File: src/rtl/rst_sequencer_if.sv
`default_nettype none
// +--------------------------------------------------------------------------+
// | rst_sequencer_if : reset sources in, staged resets / status out           |
// | Rev 1.0                                                                  |
// +--------------------------------------------------------------------------+
interface rst_sequencer_if #(
  parameter int p_STAGES = 3
);
  logic                i_ext_rst_n;
  logic                i_pll_locked;
  logic                i_soft_rst;
  logic [p_STAGES-1:0] o_rst;
  logic                o_ready;
  logic [1:0]          o_cause;

  modport master (
    output i_ext_rst_n, i_pll_locked, i_soft_rst,
    input  o_rst, o_ready, o_cause
  );

  modport slave (
    input  i_ext_rst_n, i_pll_locked, i_soft_rst,
    output o_rst, o_ready, o_cause
  );
endinterface
`default_nettype wire

File: src/rtl/rst_sequencer.sv
`default_nettype none
// +--------------------------------------------------------------------------+
// | rst_sequencer : merges POR/button/PLL/software resets, releases stages   |
// | in order with fixed spacing. Rev 1.0                                     |
// +--------------------------------------------------------------------------+
module rst_sequencer #(
  parameter int p_STAGES = 3,
  parameter int p_DLY    = 16,
  parameter int p_DEB    = 8
) (
  input  logic           i_clk,
  input  logic           i_rst,
  rst_sequencer_if.slave bus
);

  localparam int CNT_W = $clog2(p_DLY);
  localparam int IDX_W = (p_STAGES > 1) ? $clog2(p_STAGES) : 1;

  localparam logic [CNT_W-1:0] CNT_LAST = CNT_W'(p_DLY - 1);
  localparam logic [7:0]       DEB_LAST = 8'(p_DEB - 1);
  localparam logic [IDX_W-1:0] IDX_LAST = IDX_W'((p_STAGES > 1) ? (p_STAGES - 2) : 0);

  localparam logic [1:0] CAUSE_POR = 2'd0;
  localparam logic [1:0] CAUSE_BTN = 2'd1;
  localparam logic [1:0] CAUSE_SW  = 2'd2;
  localparam logic [1:0] CAUSE_PLL = 2'd3;

  typedef enum logic [1:0] {
    S_HOLD = 2'd0,
    S_REL  = 2'd1,
    S_RUN  = 2'd2
  } state_e;

  state_e              state_q, state_d;
  logic [CNT_W-1:0]    cnt_q, cnt_d;
  logic [IDX_W-1:0]    idx_q, idx_d;
  logic [p_STAGES-1:0] rst_q, rst_d;
  logic                ready_q, ready_d;
  logic [1:0]          cause_q, cause_d;

  logic                ext_meta_q, ext_meta_d;
  logic                ext_s_q, ext_s_d;
  logic                lock_meta_q, lock_meta_d;
  logic                lock_s_q, lock_s_d;
  logic [7:0]          deb_cnt_q, deb_cnt_d;

  logic                ext_req;
  logic                pll_loss;
  logic                req;

  // deb_cnt_q saturates at p_DEB-1, so the current low sample completes the run
  assign ext_req  = !ext_s_q && (deb_cnt_q == DEB_LAST);
  assign pll_loss = !lock_s_q && (state_q != S_HOLD);
  assign req      = ext_req || bus.i_soft_rst || pll_loss;

  always_comb begin
    ext_meta_d  = bus.i_ext_rst_n;
    ext_s_d     = ext_meta_q;
    lock_meta_d = bus.i_pll_locked;
    lock_s_d    = lock_meta_q;

    if (ext_s_q) begin
      deb_cnt_d = 8'd0;
    end else if (deb_cnt_q == DEB_LAST) begin
      deb_cnt_d = deb_cnt_q;
    end else begin
      deb_cnt_d = deb_cnt_q + 8'd1;
    end

    state_d = state_q;
    cnt_d   = cnt_q;
    idx_d   = idx_q;
    rst_d   = rst_q;
    ready_d = ready_q;
    cause_d = cause_q;

    if (req) begin
      state_d = S_HOLD;
      cnt_d   = '0;
      idx_d   = '0;
      rst_d   = '1;
      ready_d = 1'b0;
      if (pll_loss) begin
        cause_d = CAUSE_PLL;
      end else if (ext_req) begin
        cause_d = CAUSE_BTN;
      end else begin
        cause_d = CAUSE_SW;
      end
    end else begin
      case (state_q)
        S_HOLD: begin
          rst_d   = '1;
          ready_d = 1'b0;
          if (!lock_s_q) begin
            cnt_d = '0;
          end else if (cnt_q == CNT_LAST) begin
            cnt_d = '0;
            idx_d = '0;
            if (p_STAGES == 1) begin
              rst_d   = '0;
              ready_d = 1'b1;
              state_d = S_RUN;
            end else begin
              rst_d[0] = 1'b0;
              state_d  = S_REL;
            end
          end else begin
            cnt_d = cnt_q + CNT_W'(1);
          end
        end

        S_REL: begin
          if (cnt_q == CNT_LAST) begin
            cnt_d = '0;
            if (idx_q == IDX_LAST) begin
              rst_d   = '0;
              ready_d = 1'b1;
              state_d = S_RUN;
            end else begin
              for (int k = 0; k < p_STAGES; k++) begin
                if (k == int'(idx_q) + 1) begin
                  rst_d[k] = 1'b0;
                end
              end
              idx_d = idx_q + IDX_W'(1);
            end
          end else begin
            cnt_d = cnt_q + CNT_W'(1);
          end
        end

        S_RUN: begin
          rst_d   = '0;
          ready_d = 1'b1;
        end

        default: begin
          state_d = S_HOLD;
          cnt_d   = '0;
          idx_d   = '0;
          rst_d   = '1;
          ready_d = 1'b0;
        end
      endcase
    end
  end

  // Synchronizers preset to the inactive level: button released, PLL unlocked
  always_ff @(posedge i_clk) begin
    if (i_rst) begin
      ext_meta_q  <= 1'b1;
      ext_s_q     <= 1'b1;
      lock_meta_q <= 1'b0;
      lock_s_q    <= 1'b0;
      deb_cnt_q   <= 8'd0;
      state_q     <= S_HOLD;
      cnt_q       <= '0;
      idx_q       <= '0;
      rst_q       <= '1;
      ready_q     <= 1'b0;
      cause_q     <= CAUSE_POR;
    end else begin
      ext_meta_q  <= ext_meta_d;
      ext_s_q     <= ext_s_d;
      lock_meta_q <= lock_meta_d;
      lock_s_q    <= lock_s_d;
      deb_cnt_q   <= deb_cnt_d;
      state_q     <= state_d;
      cnt_q       <= cnt_d;
      idx_q       <= idx_d;
      rst_q       <= rst_d;
      ready_q     <= ready_d;
      cause_q     <= cause_d;
    end
  end

  assign bus.o_rst   = rst_q;
  assign bus.o_ready = ready_q;
  assign bus.o_cause = cause_q;

endmodule
`default_nettype wire

File: src/flat_wrapper.sv
// flat-port wrapper written by rule: the top's interface ports become plain ports
module rst_sequencer_flat 
#(
  parameter int p_STAGES = 3,
  parameter int p_DLY    = 16,
  parameter int p_DEB    = 8
)
  (i_clk, i_rst, bus_i_ext_rst_n, bus_i_pll_locked, bus_i_soft_rst, bus_o_rst, bus_o_ready, bus_o_cause);
  rst_sequencer_if #(.p_STAGES(p_STAGES)) bus_i ();
  input  logic i_clk;
  input  logic i_rst;
  input wire logic [$bits(bus_i.i_ext_rst_n)-1:0] bus_i_ext_rst_n;
  input wire logic [$bits(bus_i.i_pll_locked)-1:0] bus_i_pll_locked;
  input wire logic [$bits(bus_i.i_soft_rst)-1:0] bus_i_soft_rst;
  output wire logic [$bits(bus_i.o_rst)-1:0] bus_o_rst;
  output wire logic [$bits(bus_i.o_ready)-1:0] bus_o_ready;
  output wire logic [$bits(bus_i.o_cause)-1:0] bus_o_cause;
  assign bus_i.i_ext_rst_n = bus_i_ext_rst_n;
  assign bus_i.i_pll_locked = bus_i_pll_locked;
  assign bus_i.i_soft_rst = bus_i_soft_rst;
  assign bus_o_rst = bus_i.o_rst;
  assign bus_o_ready = bus_i.o_ready;
  assign bus_o_cause = bus_i.o_cause;
  rst_sequencer #(.p_STAGES(p_STAGES), .p_DLY(p_DLY), .p_DEB(p_DEB)) u_core (.i_clk(i_clk), .i_rst(i_rst), .bus(bus_i));
endmodule
File: config.mk
export PLATFORM = sky130hd
export DESIGN_NAME = rst_sequencer_flat
export DESIGN_NICKNAME = d
export VERILOG_FILES = /design/src/rtl/rst_sequencer_if.sv /design/src/rtl/rst_sequencer.sv /design/src/flat_wrapper.sv
export SDC_FILE = /design/constraint.sdc
export NUM_CORES = 1
export LEC_CHECK = 0
export ABC_CLOCK_PERIOD_IN_PS = 2200
export BUFFER_PORTS_ARGS = -buffer_cell sky130_fd_sc_hd__buf_2
export CORE_ASPECT_RATIO = 0.8
export CORE_MARGIN = 2
export CORE_UTILIZATION = 45
export CTS_BUF_LIST = sky130_fd_sc_hd__clkbuf_16
export DETAILED_ROUTE_END_ITERATION = 12
export GPL_TIMING_DRIVEN = 0
export MAX_ROUTING_LAYER = met4
export PLACE_DENSITY = 0.66
export SETUP_SLACK_MARGIN = 0.02
export SYNTH_ARGS = -nofsm -noshare
export SYNTH_HDL_FRONTEND = slang
export SYNTH_SLANG_ARGS = --single-unit
File: constraint.sdc
create_clock -name i_clk -period 2.2 [get_ports i_clk]
set_input_delay 0.33 -clock i_clk [delete_from_list [all_inputs] [get_ports i_clk]]
set_output_delay 0.33 -clock i_clk [all_outputs]
set_load 0.02 [all_outputs]
Word level (Yosys, flattened, before mapping)
Cells that the tools add are included.
- add/sub/neg operators: 4
- equal/unequal tests: 15
- muxes and demuxes: 26
- bitwise gates (word level): 1
- reductions and logical operators: 17
- operators by type and width (operator ; count):
    2-bit by 32-bit equality test with 1-bit output (first input constant) ; 1
    3-bit by 32-bit equality test with 1-bit output (first input constant) ; 1
    32-bit zero test ; 1
    2-bit two-way mux ; 10
    2-bit one-hot mux with 3 select lines ; 2
    4-bit one-hot mux with 3 select lines ; 1
    5-bit AND reduction ; 2
    3-bit by 1-bit inequality test with 1-bit output (second input constant) ; 3
    3-bit one-hot mux with 3 select lines ; 1
    8-bit by 1-bit adder with 8-bit output (second input constant) ; 1
    8-bit by 3-bit equality test with 1-bit output (second input constant) ; 1
    4-bit two-way mux ; 2
    2-bit by 1-bit inequality test with 1-bit output (second input constant) ; 4
    2-bit AND reduction ; 4
    1-bit two-way mux ; 7
    3-bit two-way mux ; 2
    4-bit by 1-bit adder with 4-bit output (second input constant) ; 1
    2-bit by 1-bit equality test with 1-bit output (second input constant) ; 2
    4-bit equality test (second input constant) ; 1
    2-bit OR reduction ; 2
    2-bit by 1-bit adder with 3-bit output (second input constant) ; 1
    2-bit by 1-bit adder with 2-bit output (second input constant) ; 1
    2-bit equality test (second input constant) ; 1
    1-bit logical AND ; 2
    7 further kinds ; 9
- register bits after elaboration: 26
- output and inout port bits: 6
- logic and storage cells: 76

Depth between registers and ports, before layout
Gate-level depths: netlist (run 1).
- word-level depth: 6
- depth in mapped cells: 7
- mapped depth without buffers: 6

Worst setup path after synthesis (run 1)
OpenSTA, ideal clock, no wires.
- path type: flip-flop to flip-flop
- start: register u_core.deb_cnt_q[6]
- end: register u_core.idx_q[0]
- setup time: 121 ps
- arrival: 1506 ps
- required time: 2079 ps
- path slack: 572 ps
- cell stages (with the launch flop): 6
- buffers on the path: 1
- period minus slack after synthesis: 1628 ps
- cell sequence: dfxtp_1 or4_1 or4_1 buf_2 nand3_1 o21ai_0
- longest elaborated chain between the ends: 5
- RTL lines (item ; RTL line ; text):
    start, declared ; rst_sequencer.sv:45 ; logic [7:0] deb_cnt_q, deb_cnt_d;
    start signal, assigned ; rst_sequencer.sv:168 ; deb_cnt_q <= deb_cnt_d;
    8-bit by 3-bit equality test with 1-bit output ; rst_sequencer.sv:52 ; assign ext_req = !ext_s_q && (deb_cnt_q == DEB_LAST);
    1-bit logical AND ; rst_sequencer.sv:52 ;
    1-bit logical OR (2 in a row) ; rst_sequencer.sv:54 ; assign req = ext_req || bus.i_soft_rst || pll_loss;
    2-bit OR reduction (no line) ; n/a ;
    end signal, assigned ; rst_sequencer.sv:171 ; idx_q <= idx_d;
    end, declared ; rst_sequencer.sv:36 ; logic [IDX_W-1:0] idx_q, idx_d;
Every way passes these cells.
A chain may end at the register's enable or synchronous reset.

Worst setup path in the final report (run 1)
- start: register u_core.state_q[0]
- end: register u_core.rst_q[1] (netlist: u_core.bus.o_rst[1])
- longest elaborated chain between the ends: 4
- elaborated cells on any way between the ends: 11
- those cells by class: 4 x eq/ne; 1 x mux; 6 x reduce/logical
- RTL lines (item ; RTL line ; text):
    start, declared ; rst_sequencer.sv:34 ; state_e state_q, state_d;
    start signal, assigned ; rst_sequencer.sv:169 ; state_q <= state_d;
    parallel branches: the longest is 4 deep, another holds 3-bit by 1-bit inequality test with 1-bit output ; n/a ;
    end signal, assigned ; rst_sequencer.sv:172 ; rst_q <= rst_d;
    end, declared ; rst_sequencer.sv:37 ; logic [p_STAGES-1:0] rst_q, rst_d;
Several ways; the timed one is not identified.

==> out/metrics.cfg, run 1 <==
[detailed_routing]
ant_nets = 0
drc = 0
vias = 982
routed_via_density = 5.25
routed_wl_mm = 2.25
wl_per_cell_um = 12.0
firstDrtPassIters = 4
drtIter0Drc = 29

[layout]
synthToLayoutAreaGrowth_pct = 16.7
drive_above_1_share = 0.126
diodes = 0
final_nets = 164
layout_common_cells = 26 x dfxtp_1, 15 x nor2_1, 12 x a21oi_1
final_common_cell = dfxtp_1

[hold_path]
hp-class = input pin to flip-flop
hold_start = bus_i_ext_rst_n
holdPathStages = 2
min_to = u_core.ext_meta_q

[clock_network]
cts_tree = built
clock-sinks = 26
cts_buffer_depth = 2
cts_root_buffer = clkbuf_16
cts_resized = 0
cts_buffers = 3
clkLatencyLatePin_ns = 0.26
hold_buffers = 0
path_clk_slew_ns = 0.06
htree_levels = 1
post_cts_buffers = 0

[outcome]
status = finished clean

[worst_setup_path]
critPathMaxFanout = 10
worstPathRequired_ns = 2.35
r2r-start = u_core.state_q[0]
start_kind = flip-flop
r2r_end = u_core.bus.o_rst[1]
end_kind = flip-flop
crit_arrival_ns = 2.03
crit_type = flip-flop to flip-flop
ff2ff_setup_slack_ns = 0.32
reg2regPathDepth = 6

[logic_synthesis]
synth_top_area_frac = 0.435
postSynthAreaPerCell_um2 = 8.74
syn_inst = 137
yosysSeqAreaShare = 0.435
synth_nets = 149
syn-cell-area_um2 = 1200
ys_warn_count = 0
post-synth-top-area-cell = dfxtp_1
synth-seq-cells = 26
synthFlopType = dfxtp_1
netlist_top_cells_area = dfxtp_1 43%, ha_1 7.3%, a21oi_1 5.0%, nor2_1 4.7%, xnor2_1 3.7%
async_flop_share = 0
synth-edff-count = 0
ys_types = 36

[grt]
gr-usage-met1 = 0.248
met3_usage = 0.0464
track_usage = 0.180
antenna_found_initial = 0
grtUsageMet2 = 0.265
grt_pass1_vias = 959
grt.busiest_layer = met2
overflow = 0
grt_pass1_wl_mm = 4.13
grt_max_degree = 16

[floorplanning]
initial_core_util = 0.482
fp.coreArea_um2 = 2480
fp.dieW_um = 61.7
row_count = 16
dieArea_um2 = 3090
pin_count = 11
die-height_um = 50.1

[placement]
gp_congestion = 0.823
dpl_worst_slack_ns = 0.356
hpwl_mm = 1.64
port_buffers = 10

[sta]
setup_violations = 0
rsz0062_at_grt = no
fin_setup_tns_ns = 0
hold_viol_final = 0
slew_headroom = 0.583
min_period_ns = 1.88
finalClockSkew_ns = 0.00313
report.final.slew_viol_count = 0
setup_slack_ns = 0.317
hold_ws_ns = 0.253
fin_crit_sh = 0.856
tightest_slew_ns = 0.620
max_freq_mhz = 531

[job]
drv_cap = 0

[power_and_ir_drop]
vdd_ir_drop_max_v = 0.000547
total_power_mw = 1.02
p_leak_nw = 0.496
cellPowerDensity_nw_per_um2 = 732

-- registers in the layout (all words and copies together), names as in the netlist --
name                cells
u_core.ext_meta_q       1
u_core.lock_meta_q      1
u_core.cnt_q            4
u_core.ext_s_q          1
u_core.bus.o_rst        3
u_core.deb_cnt_q        8
u_core.bus.o_cause      2
u_core.state_q          2
u_core.idx_q            2
u_core.lock_s_q         1
u_core.bus.o_ready      1
-- worst max-delay path by stage --
stage               slack, ns                start  cells past startpoint                   to
finish                   0.32    u_core.state_q[0]                      6  u_core.bus.o_rst[1]
global route             0.13    u_core.state_q[0]                      6  u_core.bus.o_rst[1]
CTS                      0.33    u_core.state_q[0]                      6  u_core.bus.o_rst[1]
detailed placement       0.36    u_core.state_q[0]                      6  u_core.bus.o_rst[1]
global placement         0.41    u_core.state_q[0]                      6  u_core.bus.o_rst[1]
floorplan                0.57  u_core.deb_cnt_q[6]                      5      u_core.idx_q[0]
-- worst max-delay path, stage by stage (launching register included) --
cell     delay [ns]
dfxtp_1        0.32
inv_1          0.08
ha_1           0.27
nor2_1         0.09
nor3_1         0.49
nand2_4        0.20
a311o_1        0.31
-- where the power goes --
part,internal [mW],switching (mW),leakage [nW]
logic,0.0103,0.0152,0.234
registers,0.476,0.00361,0.211
clock network,0.362,0.156,0.0511
-- cell usage after synthesis (all sizes together), types with 3 or more instances --
master,count
a21oi,12
clkbuf,3
dfxtp,26
ha,7
inv,7
nand2,8
nand3,4
nand4,4
nor2,15
nor2b,3
nor3,7
o21ai,5
or4,3
xnor2,5
-- layout make-up --
type | count | area (µm²)
Buffer | 5 | 20.0
Clock buffer | 3 | 75.1
Clock inverter | 1 | 30.0
Fill cell | 239 | 1080
Inverter | 7 | 26.3
Multi-Input combinational cell | 99 | 631
Sequential cell | 26 | 520
Tap cell | 36 | 45.0
Timing Repair Buffer | 10 | 50.0
-- cells by family (layout without fill, tap and decap cells) --
group | after synthesis | in the layout | synth area share
AOI/OAI and AO/OA | 25 | 25 | 0.124
xor gates and xnor gates | 7 | 7 | 0.0512
adders and majority gates | 7 | 7 | 0.0731
buffers and inverters | 12 | 26 | 0.0387
DFF | 26 | 26 | 0.435
muxes | 1 | 1 | 0.00836
and+or+nand+nor | 59 | 59 | 0.270
-- stage by stage --
stage	cell area, µm²	utilization	cells
2_1_floorplan	1200	-	137
3_3_place_gp	1290	0.521	183
3_5_place_dp	1290	0.521	183
4_1_cts	1400	0.563	187
5_1_grt	1400	0.563	187
6_report	1400	0.563	187
-- layer usage --
layer,part of all wire,up-vias
met5,0,-
met4,0.0053,0
met3,0.028,2
met2,0.42,11
met1,0.54,457
li1,-,512
Note: power is estimated with default switching activity, not from simulation.
==> run 2, diff against run 1 <==
- ABC_AREA: not set -> 1
- CORE_MARGIN: 2 -> 10
- CORE_UTILIZATION: 45 -> 57
- PLACE_DENSITY: 0.66 -> 0.8
==> run 2 against run 1 <==
  * Critical path depth is 2 higher
  * Cell count is 11% higher
  * Synthesized area increased by 5.4%
  * Utilization increased by 11 points
  * Worst hold slack improved by 0.0070 ns
  * Sequential share of layout area decreased by 1.3 points
  * First-iteration DRC count grew 93%
  * Power decreased by 0.24%
  * Sequential power about the same
  * Clock power decreased by 0.8%
  * Worst setup slack better by 0.40 ns
  * Critical endpoint unchanged
  * Largest cell class unchanged
==> out/metrics.cfg, run 2 <==
[sta]
slew_headroom = 0.802  ; +0.218
rsz0062_at_grt = no
fin_setup_tns_ns = 0  ; unchanged
fin_crit_sh = 0.672  ; -0.184
min_period_ns = 1.48  ; -0.405 ns
setup_slack_ns = 0.721  ; +0.405 ns
tightest_slew_ns = 0.295  ; -0.326 ns
setup_violations = 0  ; unchanged
report.final.slew_viol_count = 0  ; unchanged
hold_viol_final = 0  ; unchanged
max_freq_mhz = 676  ; +27%
finalClockSkew_ns = 0.00549  ; +0.00237 ns
hold_ws_ns = 0.260  ; +0.00704 ns

[floorplanning]
pin_count = 11  ; unchanged
initial_core_util = 0.590  ; +0.108
fp.dieW_um = 72.6  ; +18%
die-height_um = 62.1  ; +24%
fp.coreArea_um2 = 2140  ; -14%
row_count = 15  ; -1
dieArea_um2 = 4510  ; +46%

[logic_synthesis]
synthAdderAreaFrac = 0.0694  ; -0.00377
synth-seq-cells = 26  ; unchanged
ys_types = 21  ; -42%
async_flop_share = 0  ; unchanged
synth_xor_area_frac = 0.0347  ; -0.0165
synthFlopType = dfxtp_1
synth_nets = 180  ; +21%
syn_inst = 168  ; +23%
muxShareOfSynthArea = 0  ; -0.00836
ys_top_cells_by_count = 36 x nand2_1, 26 x dfxtp_1, 19 x inv_1, 17 x nor2_1, 15 x a21oi_1
synthSimpleGateAreaFrac = 0.305  ; +0.0357
post-synth-top-area-cell = dfxtp_1
ys_warn_count = 0  ; unchanged
yosysSeqAreaShare = 0.412  ; -0.0224
synth_compound_area_frac = 0.0981  ; -0.0262
postSynthAreaPerCell_um2 = 7.51  ; -14%
synth-edff-count = 0  ; unchanged
netlist_top_cells_area = dfxtp_1 41%, nand2_1 11%, ha_1 6.9%, a21oi_1 5.9%, inv_1 5.6%
syn-cell-area_um2 = 1260  ; +5.4%
synth_most_common_cell = nand2_1
synth_top_area_frac = 0.412  ; -0.0224
synth_top_family_by_area = simple AND/OR/NAND/NOR gates

[layout]
final_nets = 195  ; +19%
drive_above_1_share = 0.159  ; +0.0335
largest_reg_flops = 8  ; unchanged
final_common_cell = nand2_1
layout_common_cells = 36 x nand2_1, 26 x dfxtp_1, 19 x inv_1
final_cell_area_um2 = 1450  ; +3.7%
synthToLayoutAreaGrowth_pct = 14.8
diodes = 0  ; unchanged
regMostFlops = u_core.deb_cnt_q

[clock_network]
cts_tree = built
cts_resized = 0  ; unchanged
clkLatencyLatePin_ns = 0.26  ; about the same
htree_levels = 1  ; unchanged
post_cts_buffers = 0  ; unchanged
path_clk_slew_ns = 0.06  ; about the same
clock-sinks = 26  ; unchanged
hold_buffers = 0  ; unchanged
cts_buffers = 3  ; unchanged
cts_buffer_depth = 2  ; unchanged
cts_root_buffer = clkbuf_16

[worst_setup_path]
slowest_delay_ns = 0.32  ; -0.17 ns
crit_type = flip-flop to flip-flop
worstPathCellList = inv_1 > ha_1 > buf_4 > nand2_1 > o21ai_0 > nor2_1 > nor2_2 > nand2_1
start_kind = flip-flop
end_kind = flip-flop
worstPathRequired_ns = 2.36  ; about the same
reg2regPathDepth = 8  ; +2
r2r_end = u_core.bus.o_rst[1]
critPathSlowestCell = dfxtp_1
critPathMaxFanout = 10  ; unchanged
cpMostUsedCell = nand2_1
r2r-start = u_core.state_q[1]
crit_arrival_ns = 1.63  ; -0.40 ns
ff2ff_setup_slack_ns = 0.72  ; +0.40 ns

[detailed_routing]
drc = 0  ; unchanged
routed_via_density = 5.04  ; -4.1%
routed_wl_mm = 2.24  ; -0.18%
ant_nets = 0  ; unchanged
firstDrtPassIters = 4  ; unchanged
vias = 1043  ; +6.2%
wl_per_cell_um = 10.8  ; -9.8%
drtIter0Drc = 56  ; +93%

[placement]
gp_congestion = 0.878  ; +6.6%
placedInstanceArea_um2 = 1340  ; +4.0%
port_buffers = 10  ; unchanged
dpl_worst_slack_ns = 0.735  ; +0.379 ns
hpwl_mm = 1.72  ; +5.0%

[power_and_ir_drop]
p_leak_nw = 0.572  ; +15%
cellPowerDensity_nw_per_um2 = 705  ; -3.8%
vdd_ir_drop_max_v = 0.000719  ; +31%

[hold_path]
holdPathStages = 2  ; unchanged
min_to = u_core.ext_meta_q
hp-class = input pin to flip-flop
hold_start = bus_i_ext_rst_n

[grt]
grt_pass1_vias = 957  ; -0.21%
grt_max_degree = 16  ; unchanged
antenna_found_initial = 0  ; unchanged
grt_pass1_wl_mm = 4.00  ; -3.2%
track_usage = 0.113  ; -0.0671
overflow = 0  ; unchanged

[job]
drv_cap = 0  ; unchanged

[outcome]
status = finished clean

## run 2: cell types whose count changed after synthesis, moves of 4 or more
cell / change
nand2_1: +29
inv_1: +12
xnor2_1: -4
nand3_1: +9
nor3_1: -6
## run 2: metrics by stage
step	power, mW	utilization	instances
4_1_cts	1.03	0.677	207
6_report	1.02	0.677	207
2_1_floorplan	0.507	-	168
5_1_grt	1.06	0.677	207
3_3_place_gp	0.516	0.628	203
3_5_place_dp	0.518	0.628	203
## run 2: where the power goes
group          internal (mW)  switching, mW
logic                 0.0116         0.0160
registers              0.476        0.00315
clock network          0.361          0.152
## run 2: critical path: cells and delay by family (launching register included)
family,cells,cell delay [ns]
compound gates,1,0.27
fa+ha+maj,1,0.19
buf+inv,2,0.25
flops,1,0.32
simple gates,4,0.34
## run 2: final cells by class
cell class                      instances  area (µm²)
Clock buffer                            3        75.1
Clock inverter                          1        30.0
Fill cell                             174         691
Buffer                                  3        30.0
Sequential cell                        26         520
Inverter                               19        71.3
Tap cell                               25        31.3
Timing Repair Buffer                   10        50.0
Multi-Input combinational cell        120         641
## run 2: cell families after synthesis
logic type,count (synthesis)
compound gates,24
xor+xnor,5
fa+ha+maj,7
buf+inv,22
flops,26
simple gates,84
## run 2: worst max path at each step
stage                 startpoint             endpoint  slack (ns)  cells after the start
3_5_place_dp   u_core.state_q[1]    u_core.state_q[0]        0.73                      7
5_1_grt        u_core.state_q[1]  u_core.bus.o_rst[1]        0.56                      8
4_1_cts        u_core.state_q[1]    u_core.state_q[0]        0.73                      7
2_1_floorplan  u_core.state_q[1]    u_core.state_q[0]        0.87                      7
6_report       u_core.state_q[1]  u_core.bus.o_rst[1]        0.72                      8
3_3_place_gp   u_core.state_q[1]  u_core.bus.o_rst[1]        0.78                      8
## run 2: per-layer routing
metal / global-route usage / vias up / routed length, µm
met5: - / - / 0
met1: 0.136 / 458 / 1170
met4: 0.0243 / 0 / 13
met2: 0.184 / 14 / 998
met3: 0.0333 / 2 / 57
li1: - / 569 / -
